[config.mk]
export PLATFORM = sky130hd
export DESIGN_NAME = gpr_wb_arbiter
export DESIGN_NICKNAME = d
export VERILOG_FILES = /design/src/rtl/gpr_pkg.sv /design/src/rtl/gpr_rr_pick.sv /design/src/rtl/gpr_wb_arbiter.sv
export SDC_FILE = /design/constraint.sdc
export NUM_CORES = 1
export LEC_CHECK = 0
export BUFFER_PORTS_ARGS = -buffer_cell sky130_fd_sc_hd__buf_2
export CELL_PAD_IN_SITES_DETAIL_PLACEMENT = 1
export CELL_PAD_IN_SITES_GLOBAL_PLACEMENT = 1
export CORE_ASPECT_RATIO = 1.5
export CORE_UTILIZATION = 32
export CTS_CLUSTER_DIAMETER = 120
export DETAILED_ROUTE_END_ITERATION = 10
export PLACE_DENSITY = 0.89
export SETUP_SLACK_MARGIN = 0.4
export SLEW_MARGIN = 20
export SYNTH_ARGS = -nofsm -noshare
export SYNTH_HDL_FRONTEND = slang
export SYNTH_SLANG_ARGS = --single-unit
[constraint.sdc]
create_clock -name clk -period 3.6 [get_ports clk]
set_input_delay 0.18 -clock clk [delete_from_list [all_inputs] [get_ports clk]]
set_output_delay 0.18 -clock clk [all_outputs]
set_load 0.01 [all_outputs]
[src/rtl/gpr_pkg.sv]
// Shared GPR geometry constants, used by the register file, decode and the writeback arbiter.
package gpr_pkg;
  localparam int unsigned GPR_ADDR_W = 5;
  localparam int unsigned GPR_DATA_W = 32;
  localparam logic [GPR_ADDR_W-1:0] GPR_ZERO_ADDR = 5'd0;
endpackage

[src/rtl/gpr_rr_pick.sv]
// Combinational round-robin picker: first valid requester at or after i_ptr, wrapping.
module gpr_rr_pick #(
  parameter int unsigned NUM_REQ = 3,
  parameter int unsigned PTR_W   = $clog2(NUM_REQ)
) (
  input  logic [NUM_REQ-1:0] i_valid,
  input  logic [PTR_W-1:0]   i_ptr,
  output logic [NUM_REQ-1:0] o_grant,
  output logic [PTR_W-1:0]   o_idx,
  output logic               o_any
);

  int unsigned w_k;

  always_comb begin
    o_grant = '0;
    o_idx   = '0;
    o_any   = 1'b0;
    w_k     = 0;
    for (int unsigned off = 0; off < NUM_REQ; off++) begin
      w_k = (int'(i_ptr) + off) % NUM_REQ;
      if (!o_any && i_valid[w_k]) begin
        o_any        = 1'b1;
        o_grant[w_k] = 1'b1;
        o_idx        = PTR_W'(w_k);
      end
    end
  end

endmodule

[src/rtl/gpr_wb_arbiter.sv]
// Round-robin arbiter sharing the single GPR write port among NUM_REQ writeback sources.
module gpr_wb_arbiter
  import gpr_pkg::*;
#(
  parameter int unsigned NUM_REQ = 3,
  parameter int unsigned ADDR_W  = GPR_ADDR_W,
  parameter int unsigned DATA_W  = GPR_DATA_W,
  parameter int unsigned CNT_W   = 16
) (
  input  logic                         clk,
  input  logic                         rst_n,
  input  logic                         wb_stall,
  input  logic [NUM_REQ-1:0]           req_valid,
  output logic [NUM_REQ-1:0]           req_ready,
  input  logic [NUM_REQ*ADDR_W-1:0]    req_addr,
  input  logic [NUM_REQ*DATA_W-1:0]    req_data,
  output logic                         gpr_we,
  output logic [ADDR_W-1:0]            gpr_addr,
  output logic [DATA_W-1:0]            gpr_wdata,
  output logic [$clog2(NUM_REQ)-1:0]   grant_id,
  output logic [CNT_W-1:0]             wr_count
);

  localparam int unsigned PTR_W = $clog2(NUM_REQ);

  logic [PTR_W-1:0]   r_ptr;
  logic               r_we;
  logic [ADDR_W-1:0]  r_addr;
  logic [DATA_W-1:0]  r_data;
  logic [PTR_W-1:0]   r_id;
  logic [CNT_W-1:0]   r_cnt;

  logic [NUM_REQ-1:0] w_grant;
  logic [PTR_W-1:0]   w_idx;
  logic               w_any;
  logic               w_xfer;
  logic               w_commit;
  logic [ADDR_W-1:0]  w_addr [NUM_REQ];
  logic [DATA_W-1:0]  w_data [NUM_REQ];
  logic [ADDR_W-1:0]  w_sel_addr;
  logic [DATA_W-1:0]  w_sel_data;
  logic [PTR_W-1:0]   w_ptr_next;

  gpr_rr_pick #(
    .NUM_REQ (NUM_REQ),
    .PTR_W   (PTR_W)
  ) u_pick (
    .i_valid (req_valid),
    .i_ptr   (r_ptr),
    .o_grant (w_grant),
    .o_idx   (w_idx),
    .o_any   (w_any)
  );

  always_comb begin
    for (int unsigned i = 0; i < NUM_REQ; i++) begin
      w_addr[i] = req_addr[i*ADDR_W +: ADDR_W];
      w_data[i] = req_data[i*DATA_W +: DATA_W];
    end
  end

  // Grant is suppressed combinationally while in reset or stalled.
  assign req_ready  = (rst_n && !wb_stall) ? w_grant : '0;
  assign w_xfer     = w_any && rst_n && !wb_stall;
  assign w_sel_addr = w_addr[w_idx];
  assign w_sel_data = w_data[w_idx];
  assign w_commit   = w_xfer && (w_sel_addr != ADDR_W'(GPR_ZERO_ADDR));
  assign w_ptr_next = (w_idx == PTR_W'(NUM_REQ - 1)) ? '0 : w_idx + 1'b1;

  always_ff @(posedge clk) begin
    if (!rst_n) begin
      r_ptr  <= '0;
      r_we   <= 1'b0;
      r_addr <= '0;
      r_data <= '0;
      r_id   <= '0;
      r_cnt  <= '0;
    end else begin
      r_we <= w_commit;
      if (w_xfer) begin
        r_addr <= w_sel_addr;
        r_data <= w_sel_data;
        r_id   <= w_idx;
        r_ptr  <= w_ptr_next;
      end
      // Counter advances with the write it accounts for, so it tracks gpr_we cycle-for-cycle.
      if (w_commit && (r_cnt != '1)) begin
        r_cnt <= r_cnt + 1'b1;
      end
    end
  end

  assign gpr_we    = r_we;
  assign gpr_addr  = r_addr;
  assign gpr_wdata = r_data;
  assign grant_id  = r_id;
  assign wr_count  = r_cnt;

endmodule
# Yosys cells after proc, flatten, opt, wreduce, memory -nomap -nowiden
# Index checks and enable logic that the tools add are counted.
# totals
mem_count	0
ramBits	0
in_bits	117
latchBits	0
register_bits	58
wordCells	68
out_inout_bits	59
romBits	0
# op_classes
n_addsub	4
muxes	29
n_div	3
reduce_logical	14
bitwise_logic	3
magnitude_cmp	7
n_eq_ne	2
multipliers	0
shifts	0
# ops
cell	n
>= comparator 32 x 1 -> 1 bit, second input constant	3
less-than comparator 32 x 3 -> 1 bit, second input constant	3
binary-select mux 32 bit (select 2 bit)	1
modulo 32 x 2 -> 32 bit, second input constant	2
2-to-1 mux 32 bit	2
modulo 2 x 2 -> 32 bit, second input constant	1
adder 16 x 1 -> 16 bit, second input constant	1
inequality test 16 bit, second input constant	1
2-to-1 mux 3 bit	4
binary-select mux 5 bit (select 2 bit)	1
logical AND 1 bit	10
2-to-1 mux 5 bit	2
2-to-1 mux 1 bit	9
2-to-1 mux 2 bit	4
binary-select mux 1 bit (select 2 bit)	3
demux 1 bit (select 2 bit)	3
OR 3 bit	2
nonzero test 5 bit	1
adder 2 x 1 -> 3 bit, second input constant	1
adder 2 x 2 -> 3 bit, second input constant	1
>= comparator 3 bit, second input constant	1
zero test 1 bit	3
NOT 2 -> 3 bit	1
adder 2 x 1 -> 2 bit, second input constant	1
equality test 2 bit, second input constant	1

# Depth between registers and ports, before layout
# Gate-level depths: netlist (run 1).
# logic_depth
ltp_word	17
depth_mapped	14
mapped_depth_nobuf	11

# Cells and area by module
# A second synthesis (run 1) with hierarchy kept.
# unflattened
cells_unflattened	426
area_unflattened_um2	3423.3
# by_module_without_submodules
mod	area_each_um2	instances	seq_area_each_um2	cells_each
gpr_wb_arbiter	3041.7	1	1161.1	374
gpr_rr_pick	381.6	1	0.0	52

# Worst setup path before layout (run 1)
# OpenSTA, ideal clock, no wires.
# synth_path
kind	register to register
startpoint	reg r_ptr[0]
endpoint	reg r_cnt[10], in the netlist wr_count[10]
path_stages_with_launch	13
t_arrival_ns	2.573
path_slack_ns	0.955
n_path_buf	2
period_less_slack_ns	2.645
required_time_ns	3.528
setup_time_ns	0.072
cell_sequence	dfxtp_1 > inv_1 > ha_1 > buf_2 > and3b_1 > o21ai_1 > and3_1 > o21ai_0 > a311o_1 > o211a_2 > buf_4 > nor4b_2 > mux2i_1
# synth_between
elab_chain_cells	17
word_cells_on_any_way	30
classes_between	2 x add/sub; 3 x div; 15 x mux; 1 x bitwise; 9 x reduce/logical
# synth_rtl
element	line_no	text
start, declared	gpr_wb_arbiter.sv:26	logic [PTR_W-1:0] r_ptr;
start signal, assigned	gpr_wb_arbiter.sv:84	r_ptr <= w_ptr_next;
parallel branches: the longest is 15 deep, another holds modulo 32 x 2 -> 32 bit	--	
logical AND 1 bit (*)	gpr_wb_arbiter.sv:67	assign w_commit = w_xfer && (w_sel_addr != ADDR_W'(GPR_ZERO_ADDR));
logical AND 1 bit (*)	gpr_wb_arbiter.sv:87	if (w_commit && (r_cnt != '1)) begin
end signal, assigned	gpr_wb_arbiter.sv:88	r_cnt <= r_cnt + 1'b1;
end, declared	gpr_wb_arbiter.sv:31	logic [CNT_W-1:0] r_cnt;
# Mark *: on every way between the ends. The select of a mux whose other input is x is not followed.
# A chain may end at the register's enable or synchronous reset.

# Final worst setup path (run 1)
# layout_path
startpoint	reg r_ptr[0]
endpoint	reg r_cnt[5], in the netlist wr_count[5]
# Same word-level chain as after synthesis.

==> summary.md, run 1 <==
| Metric | Value |
|---|---|
| Status | complete, no violations |
| Antenna Diode Count | 0 |
| Cts hold-fix bufs | 0 |
| Total Wirelength | 11510 µm |
| CTS HTree Levels | 3 |
| Layout area overhead | 38.86% |
| GRT Max-Usage Layer | met2 |
| Final setup TNS | 0 ns |
| Tot Pwr | 2.277 mW |
| Synthesis Warnings | 0 |
| CP required | 3.85 ns |
| Core Util, Final | 45.98% |
| Internal power | 1.576 mW |
| Sw power | 700.9 µW |
| Core area | between 0.01 and 0.015 mm² |
| DP HPWL | 8577 µm |
| Clk root buf | clkbuf_16 |
| CTS Sinks | 58 |
| Multi-input gate area | 0.002095 mm² |
| CP endpoint kind | flop |
| Sequential area share after synthesis | around a third |
| Synth area leader | dfxtp_1 |
| Vias in the first global route | 3651 |
| CTS max path bufs | 2 |
| Total grt overflow | 0 |
| Share of cells above drive strength 1 | 45.64% |
| CP Max Fanout | 22 |
| Initial antenna violation count | 0 |
| EDFF count, synth | 0 |
| Dpl cells | around 680 |
| Synth cell types | between 40 and 50 |
| Remaining antenna violation count | 0 |
| Top cell type's share of synthesized area | 34.41% |
| Clock skew | 0.005970 ns |
| Synthesized area | roughly 0.0034 mm² |
| WL/cell | ~17 µm |
| GR Layer Usage met1 | a little over a fifth |
| Post-route DRC | 0 |
| IO Pins | around 180 |
| Least-Margin Pin Slew | 0.6745 ns |
| Drt via density | ~5.3 |
| Worst IR Drop VDD | 0.0003136 V |
| Die height | 127.8 µm |
| Port Buffers | around 180 |
| Max frequency | approximately 0.33 GHz |
| Data arrival, critical path | around 3.3 ns |
| Gr usage total | 20.76% |
| Syn_nets | 508 |
| Initial Utilization | 33.11% |
| Layout Nets | 667 |
| Max Transition Viols Final | 0 |
| Critical path class | reg2reg |
| TritonRoute pass-1 iters | 4 |
| Setup violators final | 0 |
| Gate power share | 28.1% |
| Ys async rst share | 0% |
| Register Area | 0.001161 mm² |
| DRT iter0 DRCs | 95 |
| Sw Share | 30.78% |
| Primary FF master, synth | dfxtp_1 |
| Clk slew on worst S/H paths | 0.05 ns |
| Fillers | 1263 |
| Final Cycle Share | between 80% and 90% |
| Unrepaired setup endpoints after global routing | false |
| Met3 Usage GRT | 3.863% |
| Cells after synthesis | 386 |
| Die Wd | 85.85 µm |
| Leading post-synthesis cells by cell area | dfxtp_1 34%, mux2i_1 14%, a31o_2 8.8% |
| Clock share of power | 38.0% |
| Die ar. | 0.01097 mm² |
| Share of power burned in registers | ~34% |
| RD Place Congestion | 0.8985 |
| DR vias | 3654 |
| CTS tree | done |
| Slew margin rel. | 55.03% |
| Synth Area per Inst | 8.742 µm² |
| TritonCTS buffer count | 9 |
| Final Critical Period | about 3 ns |
| Fin cells | 691 |
| Post-synthesis register bit count | between 50 and 60 |
| PwrDens | 486.0 mW/mm² |
| Static leakage | 2.211 nW |
| Largest net degree at the start of global routing | 65 |
| Startpoint Class | flop |
| Rows | 45 |
| Endpoints failing hold | 0 |
| First-pass GRT wire length | 17740 µm |
| Worst skew pair latency | 0.32 ns |
| Max-cap viol count | 0 |
| Grt met2 use | approximately two fifths |
| Worst Hold Class | in2reg |
layout by cell type (no fill, tap or decap), drive strengths merged, types with 2 or more instances in the layout:
cell,count
mux2,2
a21boi,2
o21ai,13
nor4,4
mux2i,47
and3,4
nor2,48
a311o,2
o21a,2
a211oi,36
nor4b,4
ha,5
or2,2
nor2b,5
clkbuf,11
nand3,13
nor3,6
clkinv,3
dfxtp,58
nand2b,7
a22oi,2
or4,2
a21oi,5
o211ai,4
inv,4
nand2,25
buf,181
a31o,34
nand3b,2
o31ai,3
final cells by class:
| class | instances | share of cell area [%] |
|---|---|---|
| tap | 141 | 3.765 |
| clock buffer | 11 | 5.394 |
| clock inverter | 5 | 1.121 |
| inverter | 4 | 0.3204 |
| sequential | 58 | 24.78 |
| multi-input combinational | 291 | 44.70 |
| timing repair buffer | 181 | 19.92 |
final timing paths:
| kind | cells past startpoint | to | start | slack [ns] |
|---|---|---|---|---|
| max | 10 | wr_count[5] | r_ptr[0] | 0.56 |
| min | 4 | gpr_addr[4] | req_addr[4] | 0.29 |
| max reg2reg | 10 | wr_count[5] | r_ptr[0] | 0.56 |
| min reg2reg | 2 | gpr_addr[0] | gpr_addr[0] | 0.46 |
per-stage QoR:
stage | hold slack (ns) | area (µm²) | worst slack [ns]
2_1_floorplan | 0.4783 | 3374 | 0.9553
3_3_place_gp | 0.4529 | 4353 | 0.6013
3_5_place_dp | 0.4537 | 4353 | 0.3947
4_1_cts | 0.2787 | 4671 | 0.4083
5_1_grt | 0.3331 | 4686 | 0.4068
6_report | 0.2909 | 4686 | 0.5562
power by group through the flow:
stage                     logic (mW)  registers, mW  clock network, mW
final                          0.639          0.773              0.866
after global routing           0.695          0.783              0.909
after CTS                      0.640          0.773              0.885
after detailed placement       0.633          0.785                  0
after global placement         0.607          0.780                  0
after floorplan                0.363          0.817                  0
cells by family (layout without fill, tap and decap cells):
family          after synthesis  in the layout  share of synthesized area [%]
compound gates              108            108                          24.29
mux                          49             49                          14.61
flops                        58             58                          34.41
fa+ha+maj                     5              5                          1.854
simple gates                129            129                          20.06
buf+inv                      37            201                          4.783
routing by layer:
metal	vias up	wire length (µm)
li1	1759	-
met1	1744	4323
met2	117	6246
met3	34	463
met4	0	471
met5	-	0
cell usage after synthesis (6+ instances only):
| master | number |
|---|---|
| a211oi_1 | 36 |
| a31o_2 | 34 |
| clkbuf_1 | 23 |
| dfxtp_1 | 58 |
| mux2i_1 | 47 |
| nand2_1 | 25 |
| nand2b_1 | 7 |
| nand3_1 | 13 |
| nor2_1 | 48 |
| nor3_1 | 6 |
| o21ai_0 | 11 |
sequential cells by signal (all words and copies together), names as in the netlist:
name,count
r_ptr,2
grant_id,2
gpr_we,1
gpr_wdata,32
wr_count,16
gpr_addr,5
worst max-delay path, stage by stage, from the launching register on:
cell and delay (ns):
dfxtp_1 0.38, inv_1 0.09, ha_2 0.36, nor2b_1 0.16, o211ai_1 0.28, o21a_4 0.31, nor2_1 0.08, a311o_1 0.36
o211a_4 0.25, or4_1 0.54, a21boi_1 0.16
repair_timing:
item	in CTS	in global routing
resized for setup	2	4
endpoints found under the hold margin	0	0
setup endpoints to repair	1	15
setup buffers	0	0
Power figures use the tool's default switching activity.
==> run 2: changes to the inputs <==
clock period = 2.9 ns   (was 3.6 ns; I/O delays follow)
==> summary.md, run 2 (synthesis gave the netlist of run 1 again) <==
| Metric | Value |
|---|---|
| Core Util, Final | 51.49% |
| IO Pins | between 150 and 200 |
| WL/cell | around 18 µm |
| TritonRoute pass-1 iters | 4 |
| Fillers | 1217 |
| Placed cell area | 0.004498 mm² |
| Initial antenna violation count | 0 |
| Place WS | -0.02131 ns |
| Clk root buf | clkbuf_16 |
| Commonest cells after routing, fill and taps aside | 176 x buf_2, 56 x dfxtp_1, 46 x nor2_1 |
| Stages on worst setup path | 10 |
| Reg-to-reg setup timing slack | 0.14 ns |
| CP bufs+invs | 1 |
| CTS HTree Levels | 3 |
| Critical path, cell by cell | inv_4, ha_4, and3b_2, o21ai_4, and3_4, o21ai_2, a311o_1, o211a_4, or4_4, a21boi_2 |
| Fin cells | 716 |
| Antenna Diode Count | 0 |
| Hold Startpoint | req_addr[4] |
| CP Max Fanout | 6 |
| Setup ws final | between 0.1 and 0.15 ns |
| Core area | 0.01019 mm² |
| Vias in the first global route | 3837 |
| CTS max path bufs | 2 |
| Data arrival, critical path | 3.01 ns |
| Final Critical Period | around 2.8 ns |
| Worst skew pair latency | 0.33 ns |
| Cts hold-fix bufs | 0 |
| Worst-case reg-to-reg path depth | 10 |
| Multi-input gate area | 0.002323 mm² |
| Layout area overhead | 55.51% |
| Die Wd | between 80 and 90 µm |
| Post-route DRC | 0 |
| Worst R2R End | wr_count[5] |
| Worst Hold Class | in2reg |
| DR vias | 3778 |
| Setup violators final | 0 |
| Critical path's slowest cell | or4_4 |
| Least-Margin Pin Slew | around 0.65 ns |
| Max frequency | 0.3622 GHz |
| Tot Pwr | 3.154 mW |
| DP HPWL | 9040 µm |
| Total Wirelength | between 10000 and 15000 µm |
| Slew margin rel. | 56.51% |
| Commonest non-fill, non-tap cell in the layout | buf_2 |
| Remaining antenna violation count | 0 |
| CTS Sinks | 58 |
| RR Startpoint | r_ptr[0] |
| DRT iter0 DRCs | 121 |
| Status | complete, no violations |
| CP endpoint kind | flop |
| Port Buffers | 175 |
| Design area | 0.005248 mm² |
| Initial Utilization | 33.11% |
| Endpoints failing hold | 0 |
| Hold path cells | 4 |
| Die height | 127.8 µm |
| Gr usage total | 22.38% |
| Critical path class | reg2reg |
| Max-cap viol count | 0 |
| CTS tree | done |
| Static leakage | 2.464 nW |
| TritonCTS buffer count | 9 |
| Share of cells above drive strength 1 | 52.35% |
| Total grt overflow | 0 |
| Layout Nets | between 600 and 700 |
| Largest net degree at the start of global routing | 65 |
| Final Cycle Share | ~95% |
| Die ar. | 0.01097 mm² |
| Max reg flops | 32 |
| Rows | 45 |
| Worst Hold Path EP | gpr_addr[4] |
| Max Transition Viols Final | 0 |
| Worst IR Drop VDD | 0.0003750 V |
| Clock skew | 0.006721 ns |
| PwrDens | 601.0 mW/mm² |
| Unrepaired setup endpoints after global routing | true |
| Critical Path Max Stage Delay | 0.50 ns |
| Startpoint Class | flop |
| Dpl cells | 679 |
| Drt via density | 5.277 |
| First-pass GRT wire length | between 15000 and 20000 µm |
| Clk slew on worst S/H paths | 0.05 ns |
| Register Area | ~0.0012 mm² |
| CP top delay family | simple AND/OR/NAND/NOR gates |
| CP required | 3.15 ns |
| RD Place Congestion | ~0.87 |
==> run 2: cell count changes in the layout (fill, tap and decap cells not counted), moves of 3 or more <==
cell and change:
buf_4 +14, o21ai_0 -5, clkbuf_16 +4, nor4_2 -4, nor4_4 +4, nor4b_2 -4
nor4b_4 +4, buf_6 +3, o21ai_2 +3
==> run 2: worst min-delay path: stages <==
cell	delay (ns)
buf_2	0.09
mux2_2	0.14
a21oi_1	0.06
o21ai_0	0.12
==> run 2: how the worst max path moves through the flow <==
stage	start	slack (ns)	to
2_1_floorplan	r_ptr[1]	0.36	wr_count[5]
3_3_place_gp	r_ptr[1]	0.21	wr_count[7]
3_5_place_dp	r_ptr[1]	-0.02	wr_count[5]
4_1_cts	r_ptr[0]	0.22	wr_count[15]
5_1_grt	r_ptr[0]	0.06	wr_count[15]
6_report	r_ptr[0]	0.14	wr_count[5]
==> run 2: area by class of cell <==
cell class / instances / area share, %
multi-input cells: 291 / 44.28
repair buffers: 206 / 23.44
flip-flops and latches: 58 / 22.27
clock buffers: 11 / 4.840
well taps: 141 / 3.362
clock inverters: 5 / 1.431
inverters: 4 / 0.3815
==> run 2: through the flow <==
step	setup TNS (ns)	hold slack, ns
3_5_place_dp	-0.02131	0.4698
4_1_cts	0	0.2598
3_3_place_gp	0	0.4514
6_report	0	0.2596
5_1_grt	0	0.2937
2_1_floorplan	0	0.4490
==> run 2: repair_timing <==
action / CTS / global route
pin swaps: 23 / 10
setup endpoints to repair: 19 / 51
cloned: 0 / 3
setup buffers: 12 / 6
gates resized for setup: 30 / 25
==> run 2: per-layer routing <==
layer | share of wire, % | vias up | wire, µm | GRT usage (%)
met1 | 36 | 1795 | 4718 | 22.46
met4 | 5.1 | 0 | 674 | 14.22
li1 | - | 1806 | - | -
met2 | 55 | 134 | 7185 | 41.41
met5 | 0 | - | 0 | 0
met3 | 4.3 | 43 | 572 | 4.572
==> run 2: report_power, final <==
group	internal (mW)	leakage, nW	switching (mW)
combinational	0.484	1.82	0.532
sequential	0.898	0.478	0.0672
clock	0.799	0.164	0.373
==> run 3: changes to the inputs <==
ABC_AREA = 1   (was default)
CORE_UTILIZATION = 30   (was 32)
==> summary.md, run 3 <==
| Metric | Value |
|---|---|
| Clk slew on worst S/H paths | roughly 0.050 ns |
| Cells after synthesis | between 500 and 600 |
| Post-synthesis register bit count | 58 |
| DR vias | around 4600 |
| Layout area overhead | 49.18% |
| Ys async rst share | 0% |
| WL/cell | 17.21 µm |
| Top cell type's share of synthesized area | between 30% and 40% |
| Place WS | 0.04981 ns |
| Commonest non-fill, non-tap cell in the layout | buf_2 |
| Post-route DRC | 0 |
| Final Critical Period | 2.552 ns |
| Max-cap viol count | 0 |
| CP bufs+invs | 4 |
| Hold_ws | 0.09772 ns |
| Critical path class | reg2reg |
| Syn_nets | 667 |
| Cts hold-fix bufs | 0 |
| RD Place Congestion | between 0.8 and 0.9 |
| Data arrival, critical path | 2.81 ns |
| CP endpoint kind | flop |
| Synth cell types | 31 |
| DP HPWL | around 10000 µm |
| Critical path, cell by cell | inv_4, ha_4, inv_6, nand2_2, nand3_2, nand2_2, nand4_1, nand2_2, inv_4, nand3_2, nand2_2, nor2_4, buf_12, nand3_4, nand3_4, nand2_1, a21oi_1 |
| Clock skew | 0.006738 ns |
| Synth Area per Inst | approximately 6.4 µm² |
| Status | complete, no violations |
| Tot Pwr | 3.538 mW |
| Commonest cells after routing, fill and taps aside | 175 x buf_2, 99 x nor2_1, 97 x a21oi_1 |
| Core area | around 0.011 mm² |
| Initial antenna violation count | 1 |
| Share of cells above drive strength 1 | about 39% |
| Unrepaired setup endpoints after global routing | true |
| Layout Nets | about 850 |
| PwrDens | 677.9 mW/mm² |
| Port Buffers | about 180 |
| Fillers | 1497 |
| Worst skew pair latency | approximately 0.33 ns |
| Worst IR Drop VDD | a little under 0.0003 V |
| Rows | 47 |
| Synthesized area | 0.003498 mm² |
| Die Wd | 90.17 µm |
| Initial Utilization | between 30% and 40% |
| CTS max path bufs | 2 |
| First-pass GRT wire length | 22250 µm |
| CP Max Fanout | 7 |
| Critical Path Max Stage Delay | 0.38 ns |
| Setup ws final | 0.3479 ns |
| Die ar. | around 0.012 mm² |
| Vias in the first global route | roughly 4700 |
| Largest net degree at the start of global routing | 44 |
| Max frequency | 0.3918 GHz |
| Slew margin rel. | between 60 and 70% |
| Max reg flops | 32 |
| Final Cycle Share | 88.00% |
| Sequential area share after synthesis | 33.19% |
| CTS Sinks | 58 |
| Gr usage total | 23.23% |
| Primary FF master, synth | dfxtp_1 |
| Critical Path Most Common Cell | nand2_2 |
| TritonCTS buffer count | 9 |
| Critical path's slowest cell | dfxtp_4 |
| TritonRoute pass-1 iters | 4 |
| Worst Hold Class | in2reg |
| Die height | 134.3 µm |
| Drt via density | 5.214 |
| CP top delay family | simple AND/OR/NAND/NOR gates |
| Count leader, synth | nor2_1 |
| Leading post-synthesis cells by cell area | dfxtp_1 33%, a21oi_1 14%, nor2_1 11% |
| Startpoint Class | flop |
| Static leakage | 2.519 nW |
| IO Pins | 176 |
| Synthesis Warnings | 0 |
| CTS tree | done |
| CP required | 3.15 ns |
| Endpoints failing hold | 0 |
| Setup violators final | 0 |
| Final setup TNS | 0 ns |
| Clk root buf | clkbuf_16 |
| Least-Margin Pin Slew | about 0.55 ns |
| Synth area leader | dfxtp_1 |
| Max Transition Viols Final | 0 |
| Total grt overflow | 0 |
| Post-synth top cells | 101 x nor2_1, 97 x a21oi_1, 67 x nand2_1, 58 x dfxtp_1, 44 x o21ai_0 |
| Total Wirelength | 15210 µm |
| EDFF count, synth | 0 |
| CTS HTree Levels | 3 |
| DRT iter0 DRCs | 155 |
| Remaining antenna violation count | 0 |
[run 3: final cells by class]
type	count	area [µm²]	share of cell area (%)
clock buffer	10	239.0	4.579
tap	147	183.9	3.524
sequential	58	1169	22.39
multi-input combinational	408	2202	42.20
timing repair buffer	205	1146	21.96
clock inverter	6	80.08	1.534
antenna	1	2.502	0.04795
inverter	49	196.4	3.764
[run 3: worst paths after layout]
kind | start | to | cells after the start | slack (ns)
worst max-delay path | r_ptr[0] | wr_count[12] | 17 | 0.35
worst min-delay path | req_data[84] | gpr_wdata[20] | 3 | 0.1
worst max register to register | r_ptr[0] | wr_count[12] | 17 | 0.35
worst min register to register | gpr_wdata[24] | gpr_wdata[24] | 2 | 0.51
[run 3: power by group]
group / switching, mW / internal [mW] / total [mW]
clock network: 0.387 / 0.768 / 1.16
registers: 0.0665 / 0.902 / 0.969
logic: 0.858 / 0.556 / 1.41
[run 3: cell families (layout without fill, tap and decap cells)]
family | count (synthesis) | count (layout) | synth area share (%)
simple gates | 245 | 248 | 32.58
other cells | 0 | 1 | 0
flops | 58 | 58 | 33.19
fa+ha+maj | 5 | 5 | 1.788
compound gates | 152 | 152 | 22.14
buf+inv | 82 | 270 | 9.549
xor+xnor | 3 | 3 | 0.7512
[run 3: tightest hold or removal path: cells and delay by family]
kind / cells / cell delay, ns
buffers and inverters: 1 / 0.08
AOI/OAI and AO/OA: 2 / 0.17
[run 3: repair_timing]
item | 4_1_cts | 5_1_grt
resized for setup | 20 | 36
cloned | 2 | 1
endpoints found under the setup margin | 43 | 39
buffers inserted | 4 | 18
hold endpoints to repair | 0 | 0
pin swaps | 9 | 20
[run 3: per-layer routing]
metal  wire length, µm  track usage [%]  vias to the layer above
li1                  -                -                     2202
met1              5660            23.14                     2169
met2              7944            44.11                      190
met3               933            5.272                       48
met4               672            12.72                        0
met5                 0                0                        -
[run 3: metrics by stage]
step,instances,instance area (µm²),util [%]
finish,884,5219,46.71
global placement,842,4481,40.10
CTS,864,4928,44.11
detailed placement,842,4481,40.10
floorplan,545,3498,-
global route,884,5219,46.71
